## src/rtl/load_store_ctrl_if.sv

```systemverilog
// ---------------------------------------------------------------------------
// load_store_ctrl_if
//   Memory-side bus between the load/store controller and the memory system.
//
//   The controller drives the request group:
//     bus_req    access in flight (high for the whole bus phase)
//     bus_we     1 = write access
//     bus_addr   doubleword-aligned byte address
//     bus_be     per-byte lane enables
//     bus_wdata  store data already shifted onto its byte lanes
//
//   The memory drives the response group:
//     bus_ack    completion strobe
//     bus_rdata  full doubleword read data
//
//   Modports:
//     master  the controller side
//     slave   the memory side
// ---------------------------------------------------------------------------
interface load_store_ctrl_if;
  logic        bus_req;
  logic        bus_we;
  logic [63:0] bus_addr;
  logic [7:0]  bus_be;
  logic [63:0] bus_wdata;
  logic        bus_ack;
  logic [63:0] bus_rdata;

  modport master (
    output bus_req, bus_we, bus_addr, bus_be, bus_wdata,
    input  bus_ack, bus_rdata
  );

  modport slave (
    input  bus_req, bus_we, bus_addr, bus_be, bus_wdata,
    output bus_ack, bus_rdata
  );
endinterface

```

## src/rtl/load_store_ctrl.sv

```systemverilog
// ---------------------------------------------------------------------------
// load_store_ctrl
//   Turns a decoded load/store into a single doubleword bus access. The
//   access runs IDLE -> BUSY -> RESP -> IDLE. The pipeline is stalled while
//   the access is outstanding. If the bus does not acknowledge within
//   TIMEOUT_CYCLES BUSY cycles, the access is aborted with a fault pulse.
//
//   Parameter:
//     TIMEOUT_CYCLES  BUSY cycles without bus_ack before abort (2..255)
//
//   Ports:
//     clk        single clock, rising edge
//     reset      synchronous, active-high
//     MemRead    00/10 no read, 01 zero-extended load, 11 sign-extended load
//     MemWrite   1 = store (wins over a simultaneous read)
//     memMask    000 byte, 001 half, 011 word, 111 double
//     addr       byte address
//     wdata      right-justified store data
//     rdata      extended load result (valid in RESP, held afterwards)
//     stall      combinational pipeline hold
//     fault      one-cycle pulse in RESP for an aborted access
//     bus        load_store_ctrl_if.master
//
//   Build option MISALIGN_TRAP_EN:
//     When defined, a misaligned access faults immediately (IDLE -> RESP)
//     and never reaches the bus. When undefined, the offending low address
//     bits are silently cleared.
// ---------------------------------------------------------------------------
module load_store_ctrl #(
  parameter int TIMEOUT_CYCLES = 16
) (
  input  logic                      clk,
  input  logic                      reset,
  input  logic [1:0]                MemRead,
  input  logic                      MemWrite,
  input  logic [2:0]                memMask,
  input  logic [63:0]               addr,
  input  logic [63:0]               wdata,
  output logic [63:0]               rdata,
  output logic                      stall,
  output logic                      fault,
  load_store_ctrl_if.master         bus
);

  typedef enum logic [1:0] {ST_IDLE, ST_BUSY, ST_RESP} state_e;

  state_e      state_q, state_d;
  logic [7:0]  cnt_q, cnt_d;
  logic [63:0] rdata_q, rdata_d;
  logic        fault_q, fault_d;
  logic        bus_req_q, bus_req_d;
  logic        bus_we_q, bus_we_d;
  logic [63:0] bus_addr_q, bus_addr_d;
  logic [7:0]  bus_be_q, bus_be_d;
  logic [63:0] bus_wdata_q, bus_wdata_d;
  logic [2:0]  off_q, off_d;       // lane offset of the access in flight
  logic [2:0]  msk_q, msk_d;       // size mask of the access in flight
  logic        sext_q, sext_d;     // sign-extend the load result

  logic        start;
  logic [2:0]  off;
  logic [7:0]  size_be;

  assign start = MemWrite | MemRead[0];

  // Clearing the bits covered by the size mask aligns the offset down to the
  // access size; for an aligned access this is the plain address offset.
  assign off = addr[2:0] & ~memMask;

  // Right-justified lane pattern for the access size.
  always_comb begin
    case (memMask)
      3'b000:  size_be = 8'h01;
      3'b001:  size_be = 8'h03;
      3'b011:  size_be = 8'h0F;
      default: size_be = 8'hFF;
    endcase
  end

`ifdef MISALIGN_TRAP_EN
  logic misaligned;
  assign misaligned = (addr[2:0] & memMask) != 3'b000;
`endif

  // Truncate the right-justified bus data to the access size and extend.
  function automatic logic [63:0] extend(input logic [63:0] v,
                                         input logic [2:0]  m,
                                         input logic        s);
    case (m)
      3'b000:  extend = s ? {{56{v[7]}},  v[7:0]}  : {56'd0, v[7:0]};
      3'b001:  extend = s ? {{48{v[15]}}, v[15:0]} : {48'd0, v[15:0]};
      3'b011:  extend = s ? {{32{v[31]}}, v[31:0]} : {32'd0, v[31:0]};
      default: extend = v;
    endcase
  endfunction

  always_comb begin
    // NOTE: every *_d gets its default first so no path leaves it unassigned and no latch is inferred.
    state_d     = state_q;
    cnt_d       = cnt_q;
    rdata_d     = rdata_q;
    fault_d     = 1'b0;
    bus_req_d   = bus_req_q;
    bus_we_d    = bus_we_q;
    bus_addr_d  = bus_addr_q;
    bus_be_d    = bus_be_q;
    bus_wdata_d = bus_wdata_q;
    off_d       = off_q;
    msk_d       = msk_q;
    sext_d      = sext_q;

    case (state_q)
      ST_IDLE: begin
        if (start) begin
`ifdef MISALIGN_TRAP_EN
          if (misaligned) begin
            state_d = ST_RESP;
            fault_d = 1'b1;
            rdata_d = '0;
          end else begin
`else
          begin
`endif
            state_d     = ST_BUSY;
            cnt_d       = '0;
            bus_req_d   = 1'b1;
            bus_we_d    = MemWrite;
            bus_addr_d  = {addr[63:3], 3'b000};
            bus_be_d    = size_be << off;
            bus_wdata_d = wdata << {off, 3'b000};
            off_d       = off;
            msk_d       = memMask;
            sext_d      = MemRead[1] & ~MemWrite;
          end
        end
      end

      ST_BUSY: begin
        if (bus.bus_ack) begin
          state_d   = ST_RESP;
          bus_req_d = 1'b0;
          rdata_d   = bus_we_q ? 64'd0
                               : extend(bus.bus_rdata >> {off_q, 3'b000}, msk_q, sext_q);
        end else if (cnt_q == 8'(TIMEOUT_CYCLES - 1)) begin
          // This is the last BUSY cycle the budget allows.
          state_d   = ST_RESP;
          bus_req_d = 1'b0;
          fault_d   = 1'b1;
          rdata_d   = '0;
        end else begin
          cnt_d = cnt_q + 8'd1;
        end
      end

      default: begin
        state_d = ST_IDLE;
      end
    endcase
  end

  always_ff @(posedge clk) begin
    // NOTE: clocked state uses non-blocking assignments so all flops update together at the edge.
    if (reset) begin
      state_q     <= ST_IDLE;
      cnt_q       <= '0;
      rdata_q     <= '0;
      fault_q     <= 1'b0;
      bus_req_q   <= 1'b0;
      bus_we_q    <= 1'b0;
      bus_addr_q  <= '0;
      bus_be_q    <= '0;
      bus_wdata_q <= '0;
      off_q       <= '0;
      msk_q       <= '0;
      sext_q      <= 1'b0;
    end else begin
      state_q     <= state_d;
      cnt_q       <= cnt_d;
      rdata_q     <= rdata_d;
      fault_q     <= fault_d;
      bus_req_q   <= bus_req_d;
      bus_we_q    <= bus_we_d;
      bus_addr_q  <= bus_addr_d;
      bus_be_q    <= bus_be_d;
      bus_wdata_q <= bus_wdata_d;
      off_q       <= off_d;
      msk_q       <= msk_d;
      sext_q      <= sext_d;
    end
  end

  // The stall must assert in the start cycle itself, before any flop has
  // seen the request, so it is decoded from the current state and inputs.
  assign stall = !reset && (((state_q == ST_IDLE) && start) || (state_q == ST_BUSY));

  assign rdata         = rdata_q;
  assign fault         = fault_q;
  assign bus.bus_req   = bus_req_q;
  assign bus.bus_we    = bus_we_q;
  assign bus.bus_addr  = bus_addr_q;
  assign bus.bus_be    = bus_be_q;
  assign bus.bus_wdata = bus_wdata_q;

endmodule
```

## src/flat_wrapper.sv

```systemverilog
// flat-port wrapper written by rule: the top's interface ports become plain ports
module load_store_ctrl_flat 
#(
  parameter int TIMEOUT_CYCLES = 16
)
  (clk, reset, MemRead, MemWrite, memMask, addr, wdata, rdata, stall, fault, bus_bus_req, bus_bus_we, bus_bus_addr, bus_bus_be, bus_bus_wdata, bus_bus_ack, bus_bus_rdata);
  load_store_ctrl_if bus_i ();
  input  logic clk;
  input  logic reset;
  input  logic [1:0] MemRead;
  input  logic MemWrite;
  input  logic [2:0] memMask;
  input  logic [63:0] addr;
  input  logic [63:0] wdata;
  output logic [63:0] rdata;
  output logic stall;
  output logic fault;
  output wire logic [$bits(bus_i.bus_req)-1:0] bus_bus_req;
  output wire logic [$bits(bus_i.bus_we)-1:0] bus_bus_we;
  output wire logic [$bits(bus_i.bus_addr)-1:0] bus_bus_addr;
  output wire logic [$bits(bus_i.bus_be)-1:0] bus_bus_be;
  output wire logic [$bits(bus_i.bus_wdata)-1:0] bus_bus_wdata;
  input wire logic [$bits(bus_i.bus_ack)-1:0] bus_bus_ack;
  input wire logic [$bits(bus_i.bus_rdata)-1:0] bus_bus_rdata;
  assign bus_bus_req = bus_i.bus_req;
  assign bus_bus_we = bus_i.bus_we;
  assign bus_bus_addr = bus_i.bus_addr;
  assign bus_bus_be = bus_i.bus_be;
  assign bus_bus_wdata = bus_i.bus_wdata;
  assign bus_i.bus_ack = bus_bus_ack;
  assign bus_i.bus_rdata = bus_bus_rdata;
  load_store_ctrl #(.TIMEOUT_CYCLES(TIMEOUT_CYCLES)) u_core (.clk(clk), .reset(reset), .MemRead(MemRead), .MemWrite(MemWrite), .memMask(memMask), .addr(addr), .wdata(wdata), .rdata(rdata), .stall(stall), .fault(fault), .bus(bus_i));
endmodule
```

## config.mk

```make
export PLATFORM = sky130hd
export DESIGN_NAME = load_store_ctrl_flat
export DESIGN_NICKNAME = d
export VERILOG_FILES = /design/src/rtl/load_store_ctrl_if.sv /design/src/rtl/load_store_ctrl.sv /design/src/flat_wrapper.sv
export SDC_FILE = /design/constraint.sdc
export NUM_CORES = 1
export LEC_CHECK = 0
export ABC_AREA = 1
export BUFFER_PORTS_ARGS = -buffer_cell sky130_fd_sc_hd__buf_2
export CELL_PAD_IN_SITES_DETAIL_PLACEMENT = 2
export CELL_PAD_IN_SITES_GLOBAL_PLACEMENT = 2
export CORE_UTILIZATION = 27
export CTS_BUF_LIST = sky130_fd_sc_hd__clkbuf_8
export DETAILED_ROUTE_END_ITERATION = 10
export GPL_ROUTABILITY_DRIVEN = 0
export GPL_TIMING_DRIVEN = 1
export PLACE_DENSITY_LB_ADDON = 0.1
export SLEW_MARGIN = 0
export SYNTH_ARGS = -nofsm -noshare
export SYNTH_HDL_FRONTEND = slang
export SYNTH_SLANG_ARGS = --single-unit
```

## constraint.sdc

```tcl
create_clock -name clk -period 2.6 [get_ports clk]
set_clock_uncertainty 0.2 [all_clocks]
set_input_delay 0 -clock clk [delete_from_list [all_inputs] [get_ports clk]]
set_output_delay 0 -clock clk [all_outputs]
set_load 0.1 [all_outputs]
```

==> results_dict.tcl, run 1 <==
set metrics [dict create \
    r2r_slack_ns 0.07 \
    crit_path_max_fanout 31 \
    post-synth-top-count-cell "nand2_1" \
    multi_input_area_sq_um 6040 \
    area_delta_synth_final_pct 64.9 \
    finalSetupViolCount 0 \
    power_switching_mw 5.26 \
    vdd_ir_drop_max_v 0.000363 \
    hold_slack_ns -0.00488 \
    max_freq_ghz 0.391 \
    cp_top_family "buffers and inverters" \
    synth_edf_count 0 \
    clkTransAtPathRegs_ns 0.07 \
    p_sw_share_pct 43.5 \
    avgViaCountPerCell 5.24 \
    ys_ff_latch 217 \
    violations "hold timing" \
    antenna_found_initial 12 \
    drc 0 \
    hp-class "in -> reg" \
    fin_nets 2575 \
    io_buffer_count 401 \
    clk_latency_ns 0.60 \
    arrival_ns 2.87 \
    synth_flop_cell "dfxtp_1" \
    drt-initial-drc-count 916 \
    setup_slack_ns 0.0432 \
    hold_viol_final 1 \
    critical-path-max-stage-delay_ns 0.60 \
    powerDensity_nw_per_um2 642 \
    start_util_pct 27.6 \
    status "finished, violations left" \
    ys_types 44 \
    drtPass1Iterations 5 \
    yosys-top-cells-count "nand2_1, dfxtp_1, nand3_1" \
    crit_top_cell "dlygate4sd3_1" \
    htree_num_levels 2 \
    synth_top_cell_area_share_pct 38.1 \
    pwr-share-clk_pct 29.9 \
    clk_path_buf_depth 3 \
    cts.sinks 217 \
    fin_total_pwr_mw 12.1 \
    grt_pass1_wl_um 108000 \
    cp_slowest_cell "dlygate4sd3_1" \
    cts_made_buffers 42 \
    intPower_mw 6.83 \
    die_area_sq_um 43100 \
    routed_wirelength_um 72400 \
    seq_area_sq_um 4350 \
    cp_data_required_time_ns 2.91 \
    die_h_um 208 \
    wl_per_cell_um 24.6 \
    endpoint_kind "flip-flop" \
    finalCriticalPeriod_ns 2.56 \
    std_cell_rows 74 \
    grt_pass1_vias 17200 \
    p_leak_nw 9.03 \
    max_slew_margin_pct 46.2 \
    start_kind "primary input" \
    synth_area_leader_cell "dfxtp_1" \
    grt_max_degree 83 \
    seq_power_share_pct 31.2 \
    rsz0062_at_grt "true" \
    path_buf_inv 7 \
    vias 15400 \
    syn_area_sq_um 11400 \
    synth.yosys.seq_area_share_pct 38.1 \
    tightest_slew_ns 0.805 \
    core_area_sq_um 41300 \
    criticalPathCategory "in -> reg" \
    finalCritPeriodShare_pct 98.3 \
    async_flop_share_pct 0 \
    place_worst_setup_slack_ns 0.283 \
    cts_tree "done" \
    hpwlAfterDp_um 41100 \
    slew_viol_final 0 \
    fillers 4693 \
    gr-total-overflow 0 \
    die_w_um 208 \
    detail-route-antenna-nets 0 \
    synth_cells 1620 \
    combinationalPowerShare_pct 38.9 \
    ys.warnings.count 0 \
    clockRootBuffer "clkbuf_8" \
    avgSynthCellArea_sq_um 7.05 \
    track_usage_pct 32.5 \
    path_cells "dlygate4sd3_1 > buf_2 > inv_2 > nand2_4 > buf_6 > nand3_1 > dlygate4sd3_1 > o211ai_1 > dlygate4sd3_1 > o211ai_1 > nand2_1 > inv_1" \
    io-pin-count 405 \
    synthTopCellsByArea "dfxtp_1, nand2_1, nand3_1, a21oi_1, a22o_1" \
    maxCapViolCount 0 \
    drive_gt1_share_pct 23.7 \
]
[final cells by class]
| type | instances | share of cell area (%) |
|---|---|---|
| Clock inverter | 23 | 0.698 |
| Inverter | 87 | 1.77 |
| Timing Repair Buffer | 843 | 34.9 |
| Multi-Input combinational cell | 1182 | 32.1 |
| Antenna cell | 8 | 0.106 |
| Clock buffer | 52 | 3.80 |
| Sequential cell | 217 | 23.1 |
| Tap cell | 532 | 3.54 |
[power by group through the flow]
stage	combinational, mW	sequential, mW	clock [mW]
finish	4.71	3.77	3.61
CTS	4.46	3.73	3.64
global placement	3.82	3.79	0
detailed placement	3.86	3.80	0
floorplan	1.22	5.42	0
global route	4.91	3.78	3.83
[timing repair]
action,in CTS,in global routing
gates resized for setup,0,27
hold endpoints to repair,217,0
setup buffers,0,3
hold buffers,394,0
endpoints found under the setup margin,0,84
[flip-flops by register name, summed over array words and instances, names as in the netlist]
name	flops
u_core.bus.bus_wdata	64
u_core.sext_q	1
u_core.cnt_q	8
u_core.fault	1
u_core.bus.bus_be	8
u_core.bus.bus_req	1
u_core.off_q	3
u_core.bus.bus_addr	61
u_core.state_q	2
u_core.msk_q	3
u_core.rdata	64
u_core.bus.bus_we	1
[path summary, 6_finish.rpt]
kind,startpoint,endpoint,depth (start not counted)
hold reg to reg,u_core.bus.bus_wdata[28]$_SDFFE_PP0P_,u_core.bus.bus_wdata[28]$_SDFFE_PP0P_,2
hold / removal,MemRead[0],u_core.bus.bus_be[6]$_SDFFE_PP0P_,7
setup reg to reg,u_core.off_q[0]$_SDFFE_PP0P_,u_core.rdata[9]$_SDFFE_PP0P_,10
setup / recovery,memMask[1],u_core.bus.bus_wdata[50]$_SDFFE_PP0P_,12
[cells by family after synthesis]
| kind of cell | synth area share [%] |
|---|---|
| adders and majority gates | 0.110 |
| AOI/OAI and AO/OA | 24.9 |
| DFF | 38.1 |
| buffers and inverters | 9.44 |
| and+or+nand+nor | 26.9 |
| other | 0.0329 |
| muxes | 0.438 |
| xor gates and xnor gates | 0.153 |
[worst register-to-register path, stage by stage (launching register included)]
cell and delay (ns):
dfxtp_2 0.44, inv_4 0.13, buf_12 0.19, nand2_1 0.11, nand2_1 0.10, o21ai_0 0.64, nand2_1 0.19, nand3_1 0.20
nand2_1 0.09, nand2_1 0.07, a21oi_1 0.06
[layout by cell type, fill, tap and decap left out, types with 4 or more instances in the layout]
master	n
nand2_1	491
buf_2	399
dlygate4sd3_1	392
dfxtp_1	216
nand3_1	140
a21oi_1	109
o21ai_0	102
inv_1	89
a22o_1	61
o211ai_1	54
clkbuf_8	52
nor2_1	50
o21bai_1	34
buf_4	31
o21ai_1	26
buf_12	13
a32o_1	12
a22oi_1	11
or2_2	10
inv_2	9
diode_2	8
a21oi_2	8
nand2_2	7
a31oi_1	7
nor2_4	6
o22ai_1	6
nand4_1	6
mux2i_1	5
clkinv_2	5
nor3_1	4
clkbuf_16	4
[layer usage]
metal  vias up  GRT usage, %  routed length, um
met1      7696          39.3              30400
met4        10          14.4               2780
met5         -             0                 56
li1       7000             -                  -
met2       544          56.2              35400
met3       174          5.78               3690
[stage by stage]
| step | hold WS [ns] | cell area [sq um] | cells | util (%) | TNS (ns) |
|---|---|---|---|---|---|
| floorplan | -0.123 | 11400 | 1622 | - | 0 |
| global placement | 0.0225 | 13800 | 2461 | 33.5 | 0 |
| detailed placement | 0.0280 | 13800 | 2461 | 33.5 | 0 |
| CTS | 0.000357 | 18600 | 2930 | 45.1 | 0 |
| global route | 0.0380 | 18800 | 2943 | 45.6 | -0.0624 |
| finish | -0.00488 | 18800 | 2944 | 45.6 | 0 |
(Power assumes the default switching activity.)
==> run 2, diff against run 1 <==
clock period = 2.9 ns   (was 2.6 ns; I/O delays follow)
==> run 2 against run 1 <==
Against the previous run: routed wire length increased by 0.29%; sequential power decreased by 11%; die area unchanged; the flow now finishes without violations; setup slack got worse by 0.0035 ns; final area decreased by 0.96%; critical path depth unchanged; largest power group unchanged; total power decreased by 11%; first-iteration DRC count decreased by 0.76%; sequential share of layout area increased by 0.23 points; count of clock-buffer cells in the layout decreased by 1; hold slack improved by 0.075 ns.
==> results_dict.tcl, run 2 (synthesis results as in run 1) <==
set metrics [dict create \
    status "complete, no violations" \
    gr-total-overflow 0 \
    vias 15500 \
    drt-initial-drc-count 909 \
    combinationalPowerShare_pct 38.7 \
    detail-route-antenna-nets 0 \
    finalCritPeriodShare_pct 98.6 \
    area_delta_synth_final_pct 63.4 \
    start_util_pct 27.6 \
    io_buffer_count 401 \
    hp-class "in -> reg" \
    max_slew_margin_pct 48.0 \
    grt_max_degree 65 \
    pwr-share-clk_pct 30.1 \
    core_area_sq_um 41300 \
    die_w_um 208 \
    antenna_found_initial 17 \
    seq_power_share_pct 31.3 \
    cts_made_buffers 43 \
    vdd_ir_drop_max_v 0.000342 \
    clkTransAtPathRegs_ns 0.06 \
    fin_total_pwr_mw 10.8 \
    die_area_sq_um 43100 \
    io-pin-count 405 \
    drc 0 \
    std_cell_rows 74 \
    p_sw_share_pct 43.7 \
    clk_path_buf_depth 3 \
    setup-tns-final_ns 0 \
    finalCriticalPeriod_ns 2.86 \
    intPower_mw 6.08 \
    r2r_slack_ns 0.18 \
    grt_pass1_vias 17200 \
    grt_pass1_wl_um 109000 \
    final_cells 2945 \
    start_kind "primary input" \
    die_h_um 208 \
    finalSetupViolCount 0 \
    rsz0062_at_grt "true" \
    maxCapViolCount 0 \
    cts_tree "done" \
    track_usage_pct 32.6 \
    p_leak_nw 8.94 \
    htree_num_levels 2 \
    crit_path_max_fanout 31 \
    clk_latency_ns 0.63 \
    endpoint_kind "flip-flop" \
    cp_data_required_time_ns 3.20 \
    power_switching_mw 4.72 \
    post_cts_buffers 0 \
    drive_gt1_share_pct 23.0 \
    drtPass1Iterations 5 \
    dp_cells 2455 \
    hold_viol_final 0 \
    routed_wirelength_um 72600 \
    layout_common_cells "nand2_1, dlygate4sd3_1, buf_2" \
    setup_slack_ns 0.0397 \
    hpwlAfterDp_um 41700 \
    arrival_ns 3.16 \
    slew_viol_final 0 \
    tightest_slew_ns 0.779 \
    final_common_cell "nand2_1" \
    clockRootBuffer "clkbuf_8" \
    cts.sinks 217 \
    powerDensity_nw_per_um2 579 \
    min_path_cells 8 \
    final_util_pct 45.2 \
    fin_nets 2571 \
    avgViaCountPerCell 5.28 \
    criticalPathCategory "in -> reg" \
    max_freq_ghz 0.350 \
    worst_r2r_path_depth 11 \
    place_worst_setup_slack_ns 0.432 \
    wl_per_cell_um 24.6 \
]
==> run 2: power groups by stage <==
| stage | logic, mW | clock network [mW] | registers (mW) |
|---|---|---|---|
| after CTS | 4.00 | 3.29 | 3.34 |
| after global placement | 3.40 | 0 | 3.40 |
| after detailed placement | 3.43 | 0 | 3.40 |
| after global routing | 4.36 | 3.43 | 3.39 |
| final | 4.18 | 3.25 | 3.37 |
| after floorplan | 1.09 | 0 | 4.86 |
==> run 2: stage by stage <==
step	cell area, sq um	hold slack [ns]
6_report	18600	0.0699
5_1_grt	18600	0.129
4_1_cts	18600	0.0124
3_5_place_dp	13700	0.0292
3_3_place_gp	13700	0.0233
2_1_floorplan	11400	-0.123
==> run 2: final timing paths <==
path / from / endpoint
setup / recovery: memMask[1] / u_core.bus.bus_wdata[49]$_SDFFE_PP0P_
hold / removal: bus_bus_rdata[40] / u_core.rdata[32]$_SDFFE_PP0P_
setup reg to reg: u_core.off_q[0]$_SDFFE_PP0P_ / u_core.rdata[43]$_SDFFE_PP0P_
hold reg to reg: u_core.rdata[39]$_SDFFE_PP0P_ / u_core.rdata[39]$_SDFFE_PP0P_
==> run 2: worst max-delay path: stages <==
cell and delay, ns:
dlygate4sd3_1 0.56, buf_2 0.12, inv_1 0.07, nand2_2 0.12, inv_1 0.07, buf_4 0.25, a211oi_1 0.49, dlygate4sd3_1 0.65
o211ai_1 0.11, dlygate4sd3_1 0.58, nand2_1 0.08, inv_1 0.04
==> run 2: final cells by class <==
class,instances,area [sq um]
Antenna cell,15,37.5
Clock buffer,51,702
Clock inverter,23,136
Fill cell,4684,22600
Inverter,87,329
Multi-Input combinational cell,1182,6040
Sequential cell,217,4350
Tap cell,532,666
Timing Repair Buffer,838,6390
==> run 2: layer usage <==
layer / track usage (%) / share of wire (%)
met3: 5.64 / 4.9
met2: 55.6 / 49
met5: 0 / 0.025
met4: 15.1 / 4.2
met1: 39.8 / 42
==> run 2: repair_timing <==
item,in CTS,in global routing
endpoints found under the hold margin,217,2
hold buffers,400,1
endpoints found under the setup margin,0,46
resized for setup,0,11
==> run 3, diff against run 2 <==
==> constraint.sdc (replaced) <==
create_clock -name clk -period 2.9 [get_ports clk]
set_clock_uncertainty 0.2 [all_clocks]
set_input_delay 0.58 -clock clk [delete_from_list [all_inputs] [get_ports clk]]
set_output_delay 0.58 -clock clk [all_outputs]
set_load 0.1 [all_outputs]
==> run 3 against run 2 <==
Against the previous run: critical path depth decreased by 5; sequential share of layout area increased by 5.0 points; maximum frequency increased by 2.1%; combinational power decreased by 16%; count of clock-buffer cells in the layout increased by 5; clock power increased by 8.9%; first-iteration DRC count decreased by 29%; sequential power about the same; sequential cell count unchanged; critical path type is now reg -> out.
==> results_dict.tcl, run 3 (synthesis results as in run 1) <==
set metrics [dict create \
    die_h_um 208 \
    tightest_slew_ns 0.794 \
    start_util_pct 27.6 \
    worst_r2r_path_depth 11 \
    clockRootBuffer "clkbuf_8" \
    io-pin-count 405 \
    hold_viol_final 0 \
    powerDensity_nw_per_um2 677 \
    finalCriticalPeriod_ns 2.80 \
    slew_viol_final 0 \
    core_area_sq_um 41300 \
    p_sw_share_pct 42.5 \
    min_from "addr[24]" \
    grt_pass1_vias 14100 \
    r2r-start "u_core.off_q[0]$_SDFFE_PP0P_" \
    final_util_pct 37.2 \
    gr-total-overflow 0 \
    drt-initial-drc-count 646 \
    fin_nets 2232 \
    vdd_ir_drop_max_v 0.000341 \
    status "complete, no violations" \
    pwr-share-clk_pct 34.0 \
    setup_slack_ns 0.0994 \
    avgViaCountPerCell 5.07 \
    drc 0 \
    arrival_ns 2.02 \
    grt_pass1_wl_um 86000 \
    area_delta_synth_final_pct 34.5 \
    die_w_um 208 \
    antenna_found_initial 9 \
    cts.sinks 217 \
    clkTransAtPathRegs_ns 0.06 \
    path_cells "inv_1 > nand2_1 > or2_2 > nor2_4 > clkinvlp_4 > nand2_1 > buf_12" \
    grt_max_degree 93 \
    start_kind "flip-flop" \
    power_switching_mw 4.42 \
    max_freq_ghz 0.357 \
    detail-route-antenna-nets 0 \
    fillers 4939 \
    cp_data_required_time_ns 2.12 \
    drtPass1Iterations 4 \
    criticalPathCategory "reg -> out" \
    intPower_mw 5.98 \
    std_cell_rows 74 \
    routed_wirelength_um 56400 \
    r2r_slack_ns 0.43 \
    seq_power_share_pct 32.2 \
    drive_gt1_share_pct 27.2 \
    die_area_sq_um 43100 \
    finalSetupViolCount 0 \
    finalCritPeriodShare_pct 96.6 \
    hold_end "u_core.bus.bus_addr[24]$_SDFFE_PP0P_" \
    io_buffer_count 401 \
    final_common_cell "nand2_1" \
    clk_latency_ns 0.61 \
    cts_made_buffers 43 \
    htree_num_levels 2 \
    cp_slowest_cell "dfxtp_1" \
    track_usage_pct 25.7 \
    p_leak_nw 7.51 \
    maxCapViolCount 0 \
    cts_tree "done" \
    hp-class "in -> reg" \
    min_path_cells 2 \
    crit_top_cell "nand2_1" \
    critical-path-max-stage-delay_ns 0.34 \
    hold_slack_ns 0.0506 \
    vias 13200 \
    cp_top_family "simple AND/OR/NAND/NOR gates" \
    place_worst_setup_slack_ns 0.302 \
    clk_path_buf_depth 3 \
    r2r-end "u_core.rdata[48]$_SDFFE_PP0P_" \
    wl_per_cell_um 21.7 \
    path_buf_inv 3 \
    hpwlAfterDp_um 40500 \
    layout_common_cells "nand2_1, buf_2, dfxtp_1" \
    crit_path_max_fanout 3 \
    combinationalPowerShare_pct 33.7 \
    max_slew_margin_pct 47.1 \
    endpoint_kind "output port" \
]
run 3: changes by cell type in the layout (fill, tap and decap cells not counted), moves of 2 or more:
cell / change
inv_1: -7
diode_2: -11
bufinv_16: +2
clkbuf_8: +5
buf_6: -2
buf_12: +2
inv_6: -2
dlygate4sd3_1: -340
run 3: how the worst max path moves through the flow:
| stage | from | to | depth (start not counted) |
|---|---|---|---|
| after global placement | MemWrite | u_core.sext_q$_SDFFE_PP0P_ | 7 |
| after floorplan | MemWrite | stall | 7 |
| final | u_core.state_q[1]$_SDFFE_PP0P_ | stall | 7 |
| after detailed placement | memMask[0] | u_core.bus.bus_wdata[47]$_SDFFE_PP0P_ | 10 |
| after CTS | u_core.state_q[1]$_SDFFE_PP0P_ | stall | 7 |
| after global routing | u_core.state_q[1]$_SDFFE_PP0P_ | stall | 7 |
run 3: per-layer routing:
metal / global-route usage [%] / vias to the layer above / part of all wire (%)
li1: - / 6307 / -
met1: 34.0 / 6421 / 47
met2: 41.1 / 342 / 46
met3: 5.92 / 82 / 5.2
met4: 8.45 / 10 / 2.6
met5: 0 / - / 0.10
run 3: metrics by stage:
step / setup TNS [ns] / total power, mW / instance area (sq um) / cells
final: 0 / 10.4 / 15300 / 2596
after CTS: 0 / 10.5 / 15300 / 2591
after detailed placement: 0 / 6.83 / 13800 / 2455
after global placement: 0 / 6.79 / 13800 / 2455
after floorplan: 0 / 5.95 / 11400 / 1622
after global routing: -0.0253 / 10.9 / 15300 / 2595
run 3: layout make-up:
type | count | area (sq um) | area share, %
Multi-Input combinational cell | 1182 | 6030 | 39.3
Sequential cell | 217 | 4350 | 28.3
Timing Repair Buffer | 499 | 3010 | 19.6
Clock buffer | 56 | 771 | 5.02
Tap cell | 532 | 666 | 4.34
Inverter | 87 | 330 | 2.15
Clock inverter | 19 | 188 | 1.22
Antenna cell | 4 | 10.0 | 0.0652
run 3: power by group through the flow:
stage,sequential [mW],clock [mW],combinational (mW)
after floorplan,4.86,0,1.09
after global placement,3.40,0,3.39
after detailed placement,3.40,0,3.42
after CTS,3.35,3.66,3.50
after global routing,3.37,3.80,3.71
final,3.35,3.54,3.51
run 3: repair_timing:
action / in CTS / in global routing
setup endpoints to repair: 0 / 1
buffers inserted: 0 / 1
hold endpoints to repair: 62 / 0
hold buffers: 61 / 0
resized for setup: 0 / 1
